**src/rtl/aes_xts_pkg.sv**
```systemverilog
// Shared definitions for the XTS round sequencer: round count, FSM encoding and
// key-set select codes.
package aes_xts_pkg;

   localparam int ROUNDS = 14;

   typedef enum logic [1:0] {
      ST_IDLE = 2'd0,
      ST_LOAD = 2'd1,
      ST_RUN  = 2'd2,
      ST_DONE = 2'd3
   } seq_state_e;

   localparam logic KEYSEL_DATA = 1'b0;
   localparam logic KEYSEL_TWK  = 1'b1;

endpackage

```
**src/rtl/aes_xts_round_counter.sv**
```systemverilog
// Round index counter: clear, load and enable, with a flag raised on the final
// round. It saturates at ROUNDS rather than wrapping.
module aes_xts_round_counter #(
   parameter int ROUNDS = 14,
   parameter int RIDX_W = 4
) (
   input  logic              clk,
   input  logic              rst_n,
   input  logic              clr,
   input  logic              load,
   input  logic [RIDX_W-1:0] load_val,
   input  logic              en,
   output logic [RIDX_W-1:0] cnt,
   output logic              at_last
);

   localparam logic [RIDX_W-1:0] LAST_IDX = RIDX_W'(ROUNDS);

   logic [RIDX_W-1:0] cnt_d;
   logic [RIDX_W-1:0] cnt_q;

   always_comb begin
      cnt_d = cnt_q;
      if (clr) begin
         cnt_d = '0;
      end else if (load) begin
         cnt_d = load_val;
      end else if (en && (cnt_q != LAST_IDX)) begin
         cnt_d = cnt_q + RIDX_W'(1);
      end
   end

   always_ff @(posedge clk or negedge rst_n) begin
      if (!rst_n) begin
         cnt_q <= '0;
      end else begin
         cnt_q <= cnt_d;
      end
   end

   assign cnt     = cnt_q;
   assign at_last = (cnt_q == LAST_IDX);

endmodule

```
**src/rtl/aes_xts_round_sequencer.sv**
```systemverilog
// Sequencer for the shared iterative AES-256 core in the XTS path: arbitrates
// tweak/data jobs, steps the round index and tracks tweak validity.
module aes_xts_round_sequencer
   import aes_xts_pkg::*;
#(
   parameter int ROUNDS = aes_xts_pkg::ROUNDS,
   parameter int RIDX_W = 4
) (
   input  logic              inClk,
   input  logic              inRstN,
   input  logic              inKeyReady,
   input  logic              inKeyLoad,
   input  logic              inTwkReq,
   input  logic              inDataReq,
   output logic              outTwkGrant,
   output logic              outDataGrant,
   output logic              outCoreLoad,
   output logic              outCoreRound,
   output logic              outLastRound,
   output logic [RIDX_W-1:0] outRoundIdx,
   output logic              outKeySel,
   output logic              outTwkDone,
   output logic              outDataDone,
   output logic              outTwkMulAlpha,
   output logic              outTwkValid,
   output logic              outBusy
);

   seq_state_e state_d, state_q;
   logic       job_d, job_q;
   logic       twk_valid_d, twk_valid_q;
   logic       key_chg_d, key_chg_q;

   logic              grant_win;
   logic              twk_fresh;
   logic              twk_gnt;
   logic              data_gnt;
   logic              cnt_clr;
   logic              cnt_load;
   logic              cnt_en;
   logic [RIDX_W-1:0] cnt;
   logic              at_last;

   aes_xts_round_counter #(
      .ROUNDS (ROUNDS),
      .RIDX_W (RIDX_W)
   ) u_round_counter (
      .clk      (inClk),
      .rst_n    (inRstN),
      .clr      (cnt_clr),
      .load     (cnt_load),
      .load_val (RIDX_W'(1)),
      .en       (cnt_en),
      .cnt      (cnt),
      .at_last  (at_last)
   );

   // A new job may be granted from IDLE or from the DONE cycle of the previous
   // job, which is what gives back-to-back blocks a 16-cycle spacing. A tweak
   // finishing in this DONE cycle already qualifies a waiting data request.
   always_comb begin
      grant_win = inRstN && inKeyReady && ((state_q == ST_IDLE) || (state_q == ST_DONE));
      twk_fresh = (state_q == ST_DONE) && (job_q == KEYSEL_TWK) && !key_chg_q;
      twk_gnt   = grant_win && inTwkReq;
      data_gnt  = grant_win && !inTwkReq && inDataReq && !inKeyLoad &&
                  (twk_valid_q || twk_fresh);
   end

   always_comb begin
      state_d        = state_q;
      job_d          = job_q;
      twk_valid_d    = twk_valid_q;
      key_chg_d      = key_chg_q;
      cnt_clr        = 1'b0;
      cnt_load       = 1'b0;
      cnt_en         = 1'b0;
      outTwkGrant    = twk_gnt;
      outDataGrant   = data_gnt;
      outCoreLoad    = 1'b0;
      outCoreRound   = 1'b0;
      outLastRound   = 1'b0;
      outRoundIdx    = '0;
      outKeySel      = KEYSEL_DATA;
      outTwkDone     = 1'b0;
      outDataDone    = 1'b0;
      outTwkMulAlpha = 1'b0;
      outBusy        = (state_q != ST_IDLE);

      case (state_q)
         ST_IDLE: begin
            if (twk_gnt || data_gnt) begin
               state_d = ST_LOAD;
            end
         end
         ST_LOAD: begin
            outCoreLoad = 1'b1;
            outRoundIdx = cnt;
            outKeySel   = job_q;
            cnt_load    = 1'b1;
            state_d     = ST_RUN;
         end
         ST_RUN: begin
            outCoreRound = 1'b1;
            outLastRound = at_last;
            outRoundIdx  = cnt;
            outKeySel    = job_q;
            cnt_en       = 1'b1;
            if (at_last) begin
               cnt_clr = 1'b1;
               state_d = ST_DONE;
            end
         end
         ST_DONE: begin
            outKeySel      = job_q;
            outTwkDone     = (job_q == KEYSEL_TWK);
            outDataDone    = (job_q == KEYSEL_DATA);
            outTwkMulAlpha = (job_q == KEYSEL_DATA);
            state_d        = (twk_gnt || data_gnt) ? ST_LOAD : ST_IDLE;
         end
         default: begin
            state_d = ST_IDLE;
         end
      endcase

      if (twk_gnt || data_gnt) begin
         job_d     = twk_gnt ? KEYSEL_TWK : KEYSEL_DATA;
         key_chg_d = 1'b0;
      end
      // A key written while a job is in flight poisons that job's tweak result.
      if (inKeyLoad && ((state_q != ST_IDLE) || twk_gnt || data_gnt)) begin
         key_chg_d = 1'b1;
      end

      if (twk_fresh) begin
         twk_valid_d = 1'b1;
      end
      if (twk_gnt || inKeyLoad) begin
         twk_valid_d = 1'b0;
      end
   end

   always_ff @(posedge inClk or negedge inRstN) begin
      if (!inRstN) begin
         state_q     <= ST_IDLE;
         job_q       <= KEYSEL_DATA;
         twk_valid_q <= 1'b0;
         key_chg_q   <= 1'b0;
      end else begin
         state_q     <= state_d;
         job_q       <= job_d;
         twk_valid_q <= twk_valid_d;
         key_chg_q   <= key_chg_d;
      end
   end

   assign outTwkValid = twk_valid_q;

endmodule

```
**config.mk**
```make
export PLATFORM = sky130hd
export DESIGN_NAME = aes_xts_round_sequencer
export DESIGN_NICKNAME = d
export VERILOG_FILES = /design/src/rtl/aes_xts_pkg.sv /design/src/rtl/aes_xts_round_counter.sv /design/src/rtl/aes_xts_round_sequencer.sv
export SDC_FILE = /design/constraint.sdc
export NUM_CORES = 1
export LEC_CHECK = 0
export ABC_AREA = 1
export ABC_CLOCK_PERIOD_IN_PS = 3800
export BUFFER_PORTS_ARGS = -buffer_cell sky130_fd_sc_hd__buf_2
export CAP_MARGIN = 5
export CORE_AREA = 5 5 42 44
export CTS_BUF_LIST = sky130_fd_sc_hd__clkbuf_8 sky130_fd_sc_hd__clkbuf_16
export DETAILED_ROUTE_END_ITERATION = 10
export DIE_AREA = 0 0 47 49
export GPL_ROUTABILITY_DRIVEN = 1
export PLACE_DENSITY = 0.79
export SLEW_MARGIN = 10
export SYNTH_ARGS = -nofsm -noshare
export SYNTH_HDL_FRONTEND = slang
export SYNTH_SLANG_ARGS = --single-unit
export TNS_END_PERCENT = 20
```
**constraint.sdc**
```tcl
create_clock -name inClk -period 3.8 [get_ports inClk]
set_input_delay 0 -clock inClk [delete_from_list [all_inputs] [get_ports inClk]]
set_output_delay 0 -clock inClk [all_outputs]
set_load 0.02 [all_outputs]
```
==> results of run 1 <==
-- power by group through the flow --
stage | Clock, uW | Combinational (uW) | Sequential [uW]
finish | 109 | 421 | 172
CTS | 113 | 426 | 173
detailed placement | 0 | 421 | 174
global placement | 0 | 411 | 172
global route | 119 | 470 | 179
floorplan | 0 | 347 | 165
-- path summary, 6_finish.rpt --
path / endpoint / slack [ns] / depth (start not counted)
setup / recovery: outDataGrant / 1.93 / 8
hold / removal: job_q / 0.08 / 3
setup reg to reg: state_q[0] / 2.00 / 11
hold reg to reg: u_round_counter.cnt[1] / 0.56 / 2
max in group asynchronous: u_round_counter.cnt[3] / 3.42 / 2
min in group asynchronous: job_q / 0.17 / 2
-- routing by layer --
metal	share of wire [%]	vias to the layer above	global-route usage [%]
met2	49	19	22.85
met1	40	259	14.09
li1	-	296	-
met4	3.1	0	8.756
met5	0	-	0
met3	7.9	8	5.166
-- timing repair --
| item | in CTS | in global routing |
|---|---|---|
| hold endpoints to repair | 10 | 0 |
| hold buffers | 2 | 0 |
| buffers inserted | 0 | 0 |
| gates resized for setup | 0 | 0 |
-- kinds of logic after synthesis --
| family | after synthesis | synth area share [%] |
|---|---|---|
| fa+ha+maj | 7 | 13.13 |
| buf+inv | 18 | 13.70 |
| compound gates | 6 | 7.130 |
| xor+xnor | 2 | 2.627 |
| flops | 9 | 33.77 |
| simple gates | 39 | 29.65 |
-- area by class of cell --
class / instances / area (sq um) / share of cell area [%]
clock buffer: 3 / 41.29 / 4.955
clock inverter: 1 / 3.754 / 0.4505
inverter: 16 / 72.57 / 8.709
multi-input combinational: 54 / 350.3 / 42.04
sequential: 9 / 225.2 / 27.03
tap: 16 / 20.02 / 2.402
timing repair buffer: 22 / 120.1 / 14.41
-- worst max-delay path, delay by kind of cell, from the launching register on --
family / cells / cell delay (ns)
adder cells (fa/ha/maj): 1 / 0.47
buffers and inverters: 4 / 0.46
flip-flops: 1 / 0.42
AND/OR/NAND/NOR: 3 / 0.28
-- cell usage in the layout, fill, tap and decap left out --
cell	count
buf_2	20
nand2_1	19
inv_1	13
nor2_1	9
dfrtp_1	9
ha_1	7
nand3_1	4
inv_2	3
clkbuf_8	3
nand3_4	2
xor2_1	2
o21ai_1	2
dlygate4sd3_1	2
nand4_1	1
clkinv_8	1
nand2_4	1
nor2_2	1
o21bai_4	1
nand2_2	1
o21ai_0	1
o22ai_1	1
o211ai_1	1
nor3b_1	1
-- metrics by stage --
| stage | hold WS, ns | cells |
|---|---|---|
| after global placement | -0.1150 | 115 |
| after floorplan | -0.2956 | 81 |
| after global routing | 0.1087 | 121 |
| after detailed placement | -0.1160 | 115 |
| after CTS | 0.07439 | 121 |
| final | 0.08355 | 121 |
-- state kept, by name, indices dropped and copies added, names as in the netlist --
name and count:
u_round_counter.cnt 4, job_q 1, state_q 2, key_chg_q 1, outTwkValid 1
==> flow_summary.yaml, run 1 <==
run_status:
  status: "finished, final reports clean"
floorplanning:
  die_y_um: 49
  start_util_pct: 47.59
  ios: 21
  dieArea_sq_um: 2303
  core_sq_um: 1401
  die_width_um: 47
  num_rows: 14
timing:
  post-route-min-period_ns: 1.873
  hold_violations: 0
  worst_pin_slew_ns: 0.4007
  fmax_mhz: 534.0
  slew_viol_final: 0
  timing.final.ws_setup_ns: 1.927
  rsz0062_at_grt: "false"
  relSlewSlack_pct: 73.29
  min_period_over_period_pct: 49.28
  setup_viol: 0
  setup_tns_ns: 0
  fin_skew_ns: 0.005380
min_path:
  min_path_type: "in2reg"
  min_from: "inTwkReq"
pwr:
  clkPwrFrac_pct: 15.5
  p_int_uw: 353.3
  pwr_density_cell_nw_per_um2: 842.0
  peakVddDrop_uv: 464.6
  p_total_uw: 701.7
  netSwitchingPower_uw: 348.4
  p_leak_uw: 0.0005174
  seqPwrFrac_pct: 24.5
  comb_power_share_pct: 60.0
  netSwitchingFraction_pct: 49.65
global_routing:
  grt_pass1_wl_um: 2366
  antenna_found_initial: 0
  grt_pass1_vias: 578
  grt_remaining_overflow: 0
  grt_usage_pct: 13.95
  grt_start_max_net_pins: 11
detailed_routing:
  drt_iter0_drc: 7
  drt.antenna.violating_nets: 0
  dr.pass1.iters: 3
  vias_per_cell: 4.810
  routedWlPerCell_um: 11.07
  vias: 582
  routed_wl_um: 1340
  drc: 0
cells_and_area:
  antennaDiodeCount: 0
  final_area_sq_um: 833.3
  final_core_util_pct: 59.46
  fillers: 137
  nNetsFinal: 119
  area_growth_pct: 24.95
  drive_above_1_share_pct: 31.43
setup_path:
  start_kind: "flip-flop"
  cp.arrival_ns: 1.87
  crit_fanout: 8
  worst_path_most_repeated_cell: "inv_1"
  endpoint_kind: "output port"
  path_cells: "inv_1 > ha_1 > clkinv_8 > nand3_4 > nor2_2 > nand2_2 > inv_1 > buf_2"
  critPathLaunch: "state_q[0]"
  r2r_start: "state_q[0]"
  slowest_delay_ns: 0.47
  critPathRequiredTime_ns: 3.80
  critPathKind: "reg2out"
  critPathSlowestCell: "ha_1"
synthesis:
  synth-seq-cells: 9
  synth_edf_count: 0
  avgSynthCellArea_sq_um: 8.233
  synthTopCellsByCount: "nand2_1 (19), inv_1 (12), dfrtp_1 (9), nor2_1 (9), ha_1 (7)"
  synth.largest_area_cell: "dfrtp_1"
  synthCells: 81
  ys_warn_count: 0
  seq_area_frac_synth_pct: 33.77
  syn-num-nets: 94
  synth_top_area_share_pct: 33.77
  yosysMostFrequentCell: "nand2_1"
  async_reset_ff_share_pct: 100.0
  ys.flop_type: "dfrtp_1"
  synth_area_sq_um: 666.9
  yosys.cell_types.count: 22
  ys_top_cells_by_area: "dfrtp_1 (34%), ha_1 (13%), nand2_1 (11%), inv_1 (6.8%), nand3_4 (5.3%)"
cts:
  htree_levels: 1
  clkTransAtPathRegs_ns: 0.05
  cts_root_buf: "clkbuf_8"
  clock_sinks: 9
  cts_buffers: 3
  cts.path.max_buffers: 2
  clk-insertion-delay-late_ns: 0.23
  cts_tree: "built"
placement:
  io_buffers: 20
  gp_congestion: 0.7139
  dpl_cell_area_sq_um: 768.2
  place_ws_ns: 2.027
  dp_hpwl_um: 1072
job:
  cap_violations: 0
Note: power is estimated with default switching activity, not from simulation.
==> inputs of run 2 (changes only) <==
Settings changed: ABC_AREA 1 to 0, ABC_CLOCK_PERIOD_IN_PS 3800 to 1900, CORE_AREA 5 5 42 44 to default, CORE_MARGIN from default to 5, CORE_UTILIZATION from default to 48, DIE_AREA 0 0 47 49 to default, PLACE_DENSITY 0.79 to 0.76.
Clock period 3.8 ns to 1.9 ns, I/O delays scaled along.
==> run 2 against run 1 <==
Compared with the run above: register-to-register slack worse by 1.9 ns; final cell count decreased by 8.3%; utilization rose by 11 points; clock skew down 0.0031 ns; clock power increased by 97%; largest cell class unchanged.
==> flow_summary.yaml, run 2 <==
run_status:
  status: "finished, final reports clean"
synthesis:
  synth_top_area_share_pct: 35.43
  synth-seq-cells: 9
  ys.flop_type: "dfrtp_1"
  yosys.cell_types.count: 25
  syn-num-nets: 79
  avgSynthCellArea_sq_um: 9.630
  synth_area_sq_um: 635.6
  synthTopCellsByCount: "dfrtp_1 (9), inv_1 (9), ha_1 (7), nor2_1 (7), and2_1 (5)"
  synth.largest_area_cell: "dfrtp_1"
  ys_top_cells_by_area: "dfrtp_1 (35%), ha_1 (14%), inv_1 (5.3%), and2_1 (4.9%), nor2_1 (4.1%)"
  async_reset_ff_share_pct: 100.0
  seq_area_frac_synth_pct: 35.43
  synth_edf_count: 0
  ys_warn_count: 0
  synthCells: 66
global_routing:
  grt_usage_pct: 16.19
  grt_start_max_net_pins: 12
  grt_remaining_overflow: 0
  grt_pass1_wl_um: 2415
  grt_pass1_vias: 578
  antenna_found_initial: 0
floorplanning:
  num_rows: 13
  ios: 21
  die_width_um: 46.39
  start_util_pct: 50.10
  die_y_um: 46.39
  dieArea_sq_um: 2152
  core_sq_um: 1269
timing:
  fin_skew_ns: 0.002321
  post-route-min-period_ns: 1.794
  relSlewSlack_pct: 80.98
  worst_pin_slew_ns: 0.2854
  rsz0062_at_grt: "false"
  fmax_mhz: 557.5
  slew_viol_final: 0
  timing.final.ws_setup_ns: 0.1063
  setup_viol: 0
  setup_tns_ns: 0
  hold_violations: 0
  min_period_over_period_pct: 94.41
min_path:
  min_from: "inTwkReq"
  holdPathEnd: "job_q"
  hold_path_depth: 3
  min_path_type: "in2reg"
placement:
  dp_hpwl_um: 1146
  gp_congestion: 0.7919
  io_buffers: 20
  place_ws_ns: -0.01392
cts:
  cts_buffers: 3
  cts_root_buf: "clkbuf_8"
  clk-insertion-delay-late_ns: 0.23
  cts_tree: "built"
  cts.path.max_buffers: 2
  clock_sinks: 9
  clkTransAtPathRegs_ns: 0.04
  postCtsSetupBuffers: 0
  htree_levels: 1
setup_path:
  critPathKind: "reg2out"
  critPathRequiredTime_ns: 1.90
  cp.arrival_ns: 1.79
  crit_fanout: 4
  r2r_end: "state_q[1]"
  r2r_start: "state_q[0]"
  endpoint_kind: "output port"
  r2r_cells: 6
  start_kind: "flip-flop"
  reg2reg_slack_ns: 0.14
cells_and_area:
  nNetsFinal: 110
  largest_reg_flops: 4
  antennaDiodeCount: 0
  layout_common_cells: "buf_2 (19), inv_1 (9), dfrtp_1 (9)"
  drive_above_1_share_pct: 39.58
  area_growth_pct: 40.16
  mostFrequentLayoutCell: "buf_2"
  fillers: 115
  final_core_util_pct: 70.22
detailed_routing:
  drc: 0
  drt_iter0_drc: 4
  routedWlPerCell_um: 13.84
  vias_per_cell: 5.009
  routed_wl_um: 1536
  vias: 556
  drt.antenna.violating_nets: 0
  dr.pass1.iters: 4
pwr:
  p_leak_uw: 0.0004710
  peakVddDrop_uv: 949.5
  pwr_density_cell_nw_per_um2: 1772
job:
  cap_violations: 0
-- run 2: final cells by class --
type,count,area (sq um),share of cell area (%)
multi-input cells,46,400.4,44.94
flip-flops and latches,9,225.2,25.28
repair buffers,28,167.7,18.82
clock buffers,3,41.29,4.635
inverters,9,33.78,3.792
well taps,15,18.77,2.107
clock inverters,1,3.754,0.4213
-- run 2: logic make-up after synthesis --
family          after synthesis  synth area share (%)
compound gates               12                 15.16
mux                           2                 3.543
fa+ha+maj                     7                 13.78
xor+xnor                      2                 2.756
buf+inv                      11                 7.283
flops                         9                 35.43
simple gates                 23                 22.05
-- run 2: critical path: stages, from the launching register on --
cell and delay [ns]:
dfrtp_1 0.37, inv_1 0.13, ha_4 0.23, nand4b_4 0.18, a211oi_4 0.20, buf_4 0.17, nor2b_2 0.15, buf_4 0.15
-- run 2: what timing repair did --
item | CTS | global route
endpoints found under the hold margin | 10 | 0
endpoints found under the setup margin | 2 | 2
gates resized for setup | 2 | 5
pin swaps | 1 | 0
hold buffers | 2 | 0
-- run 2: power by group --
group          leakage (uW)  total [uW]  switching, uW  internal [uW]
registers          0.000104         335           63.7            272
logic              0.000340        1030            564            464
clock network     0.0000269         215           74.3            141
-- run 2: how the worst max path moves through the flow --
stage / start / endpoint / slack, ns / cells past startpoint
after floorplan: state_q[0] / job_q / 0.01 / 6
after global placement: state_q[0] / state_q[1] / 0.09 / 6
after detailed placement: state_q[1] / state_q[1] / -0.01 / 6
after CTS: state_q[1] / outDataGrant / 0.02 / 7
after global routing: state_q[0] / outDataGrant / 0.004 / 7
final: state_q[0] / outDataGrant / 0.11 / 7
-- run 2: per-layer routing --
layer  global-route usage (%)  vias to the layer above  part of all wire, %
li1                         -                      280                    -
met1                    17.26                      251                   40
met2                    29.67                       20                   51
met3                    2.734                        5                  6.6
met4                    8.523                        0                  2.0
met5                        0                        -                    0
-- run 2: through the flow --
step | instances | total power [uW] | cell area, sq um | hold WS, ns
after CTS | 111 | 1534 | 863.3 | 0.05011
after floorplan | 66 | 988.3 | 635.6 | -0.2956
final | 111 | 1579 | 890.9 | 0.08870
after global placement | 105 | 1263 | 787.0 | -0.1190
after global routing | 111 | 1717 | 890.9 | 0.1176
after detailed placement | 105 | 1291 | 787.0 | -0.1172
==> inputs of run 3 (changes only) <==
Settings changed: ABC_AREA 0 to 1.
==> run 3 against run 2 <==
Compared with the run above: non-clock buffer count decreased by 5; die area up 3.9%; via count increased by 2.5%; hold slack worse by 0.013 ns; combinational power decreased by 14%; total power fell by 7.6%; largest power group unchanged; highest routed layer unchanged.
==> flow_summary.yaml, run 3 (synthesis gave the netlist of run 1 again) <==
cts:
  clk-insertion-delay-late_ns: 0.24
  cts_buffers: 3
  clock_sinks: 9
  clkTransAtPathRegs_ns: 0.05
  cts_tree: "built"
  cts.path.max_buffers: 2
  htree_levels: 1
  postCtsSetupBuffers: 0
  cts_root_buf: "clkbuf_8"
global_routing:
  grt_usage_pct: 14.73
  grt_pass1_wl_um: 2228
  grt_pass1_vias: 510
  grt_remaining_overflow: 0
  antenna_found_initial: 0
  grt_start_max_net_pins: 11
pwr:
  netSwitchingFraction_pct: 49.22
  p_int_uw: 740.4
  peakVddDrop_uv: 1148
  p_leak_uw: 0.0005208
  pwr_density_cell_nw_per_um2: 1732
  seqPwrFrac_pct: 23.8
  clkPwrFrac_pct: 15.2
  netSwitchingPower_uw: 717.8
  comb_power_share_pct: 61.1
timing:
  hold_violations: 0
  worst_pin_slew_ns: 0.2672
  rsz0062_at_grt: "false"
  post-route-min-period_ns: 1.735
  setup_tns_ns: 0
  fin_skew_ns: 0.006868
  setup_viol: 0
  fmax_mhz: 576.3
  slew_viol_final: 0
  timing.final.ws_setup_ns: 0.1647
  relSlewSlack_pct: 82.19
  min_period_over_period_pct: 91.33
setup_path:
  crit_fanout: 5
  endpoint_kind: "output port"
  start_kind: "flip-flop"
  slowest_delay_ns: 0.43
  path_cells: "inv_1 > ha_2 > clkinv_8 > nand3_4 > nor2_2 > nand2_2 > inv_1 > buf_2"
  critPathSlowestCell: "dfrtp_1"
  crit_buf_inv: 4
  r2r_start: "state_q[0]"
  worst_path_most_repeated_cell: "inv_1"
  critPathKind: "reg2out"
  critPathRequiredTime_ns: 1.90
  cp_top_family: "buffers and inverters"
  critPathLaunch: "state_q[0]"
  cp.arrival_ns: 1.74
placement:
  place_ws_ns: 0.2075
  gp_congestion: 0.8028
  dpl_cell_area_sq_um: 774.5
  dp_hpwl_um: 1160
  io_buffers: 20
cells_and_area:
  antennaDiodeCount: 0
  nNetsFinal: 120
  mostFrequentLayoutCell: "buf_2"
  fillers: 125
  layout_common_cells: "buf_2 (20), nand2_1 (19), inv_1 (13)"
  final_area_sq_um: 842.1
  largest_reg_flops: 4
  area_growth_pct: 26.27
  drive_above_1_share_pct: 33.02
detailed_routing:
  drt_iter0_drc: 12
  routed_wl_um: 1441
  vias: 570
  vias_per_cell: 4.711
  routedWlPerCell_um: 11.91
  dr.pass1.iters: 4
  drt.antenna.violating_nets: 0
  drc: 0
min_path:
  min_path_type: "in2reg"
  min_from: "inTwkReq"
floorplanning:
  dieArea_sq_um: 2235
  core_sq_um: 1301
  num_rows: 13
  die_width_um: 47.28
  start_util_pct: 51.25
  die_y_um: 47.28
  ios: 21
run_status:
  status: "finished, final reports clean"
job:
  cap_violations: 0
run 3: cell count changes in the layout (fill, tap and decap cells not counted), moves of 2 or more:
cell      change
a211oi_1      -2
nor2_1        +2
nand2_1      +15
a21oi_1       -2
nand3_4       +2
inv_2         +2
and2_1        -5
inv_1         +4
buf_4         -6
ha_4          -2
nand3_1       +2
run 3: power groups by stage:
stage	logic, uW	registers [uW]	clock network [uW]
finish	890	346	221
detailed placement	884	349	0
global placement	866	343	0
CTS	890	347	228
global route	1000	358	235
floorplan	694	330	0
run 3: worst paths after layout:
check,endpoint,slack [ns],cells after the start
max in group asynchronous,job_q,1.52,2
worst max register to register,state_q[1],0.25,10
worst min register to register,state_q[1],0.57,2
worst min-delay path,outTwkValid,0.08,4
worst max-delay path,outDataGrant,0.16,8
min in group asynchronous,u_round_counter.cnt[0],0.16,2
run 3: metal layers:
metal  routed length, um  share of wire [%]  global-route usage (%)
met1                 630                 44                   18.89
met3                 118                8.2                   5.747
met4                  24                1.7                   6.630
met2                 668                 46                   21.66
met5                   0                  0                       0
run 3: final cells by class:
type                            instances  area (sq um)  area share (%)
Sequential cell                         9         225.2           26.75
Multi-Input combinational cell         54         352.8           41.90
Inverter                               16         72.57           8.618
Clock inverter                          1         3.754          0.4458
Tap cell                               15         18.77           2.229
Timing Repair Buffer                   23         127.6           15.16
Clock buffer                            3         41.29           4.903
run 3: metrics by stage:
step / util (%) / power (uW) / hold slack (ns) / cells
after floorplan: - / 1024 / -0.2956 / 81
after global placement: 59.52 / 1210 / -0.1116 / 115
after detailed placement: 59.52 / 1233 / -0.1156 / 115
after CTS: 64.52 / 1464 / 0.07402 / 121
after global routing: 64.71 / 1594 / 0.1019 / 121
final: 64.71 / 1458 / 0.07535 / 121
run 3: worst register-to-register path, cell delays in order, from the launching register on:
cell,delay [ns]
dfrtp_1,0.43
inv_1,0.13
ha_2,0.33
clkinv_8,0.07
nand3_4,0.06
nor2_2,0.13
nand2_2,0.10
nand3_4,0.08
nand2_1,0.08
nand2_1,0.06
o21ai_1,0.06
run 3: repair_timing:
item,in CTS,in global routing
gates resized for setup,0,1
hold buffers,2,0
endpoints found under the setup margin,0,1
endpoints found under the hold margin,11,0
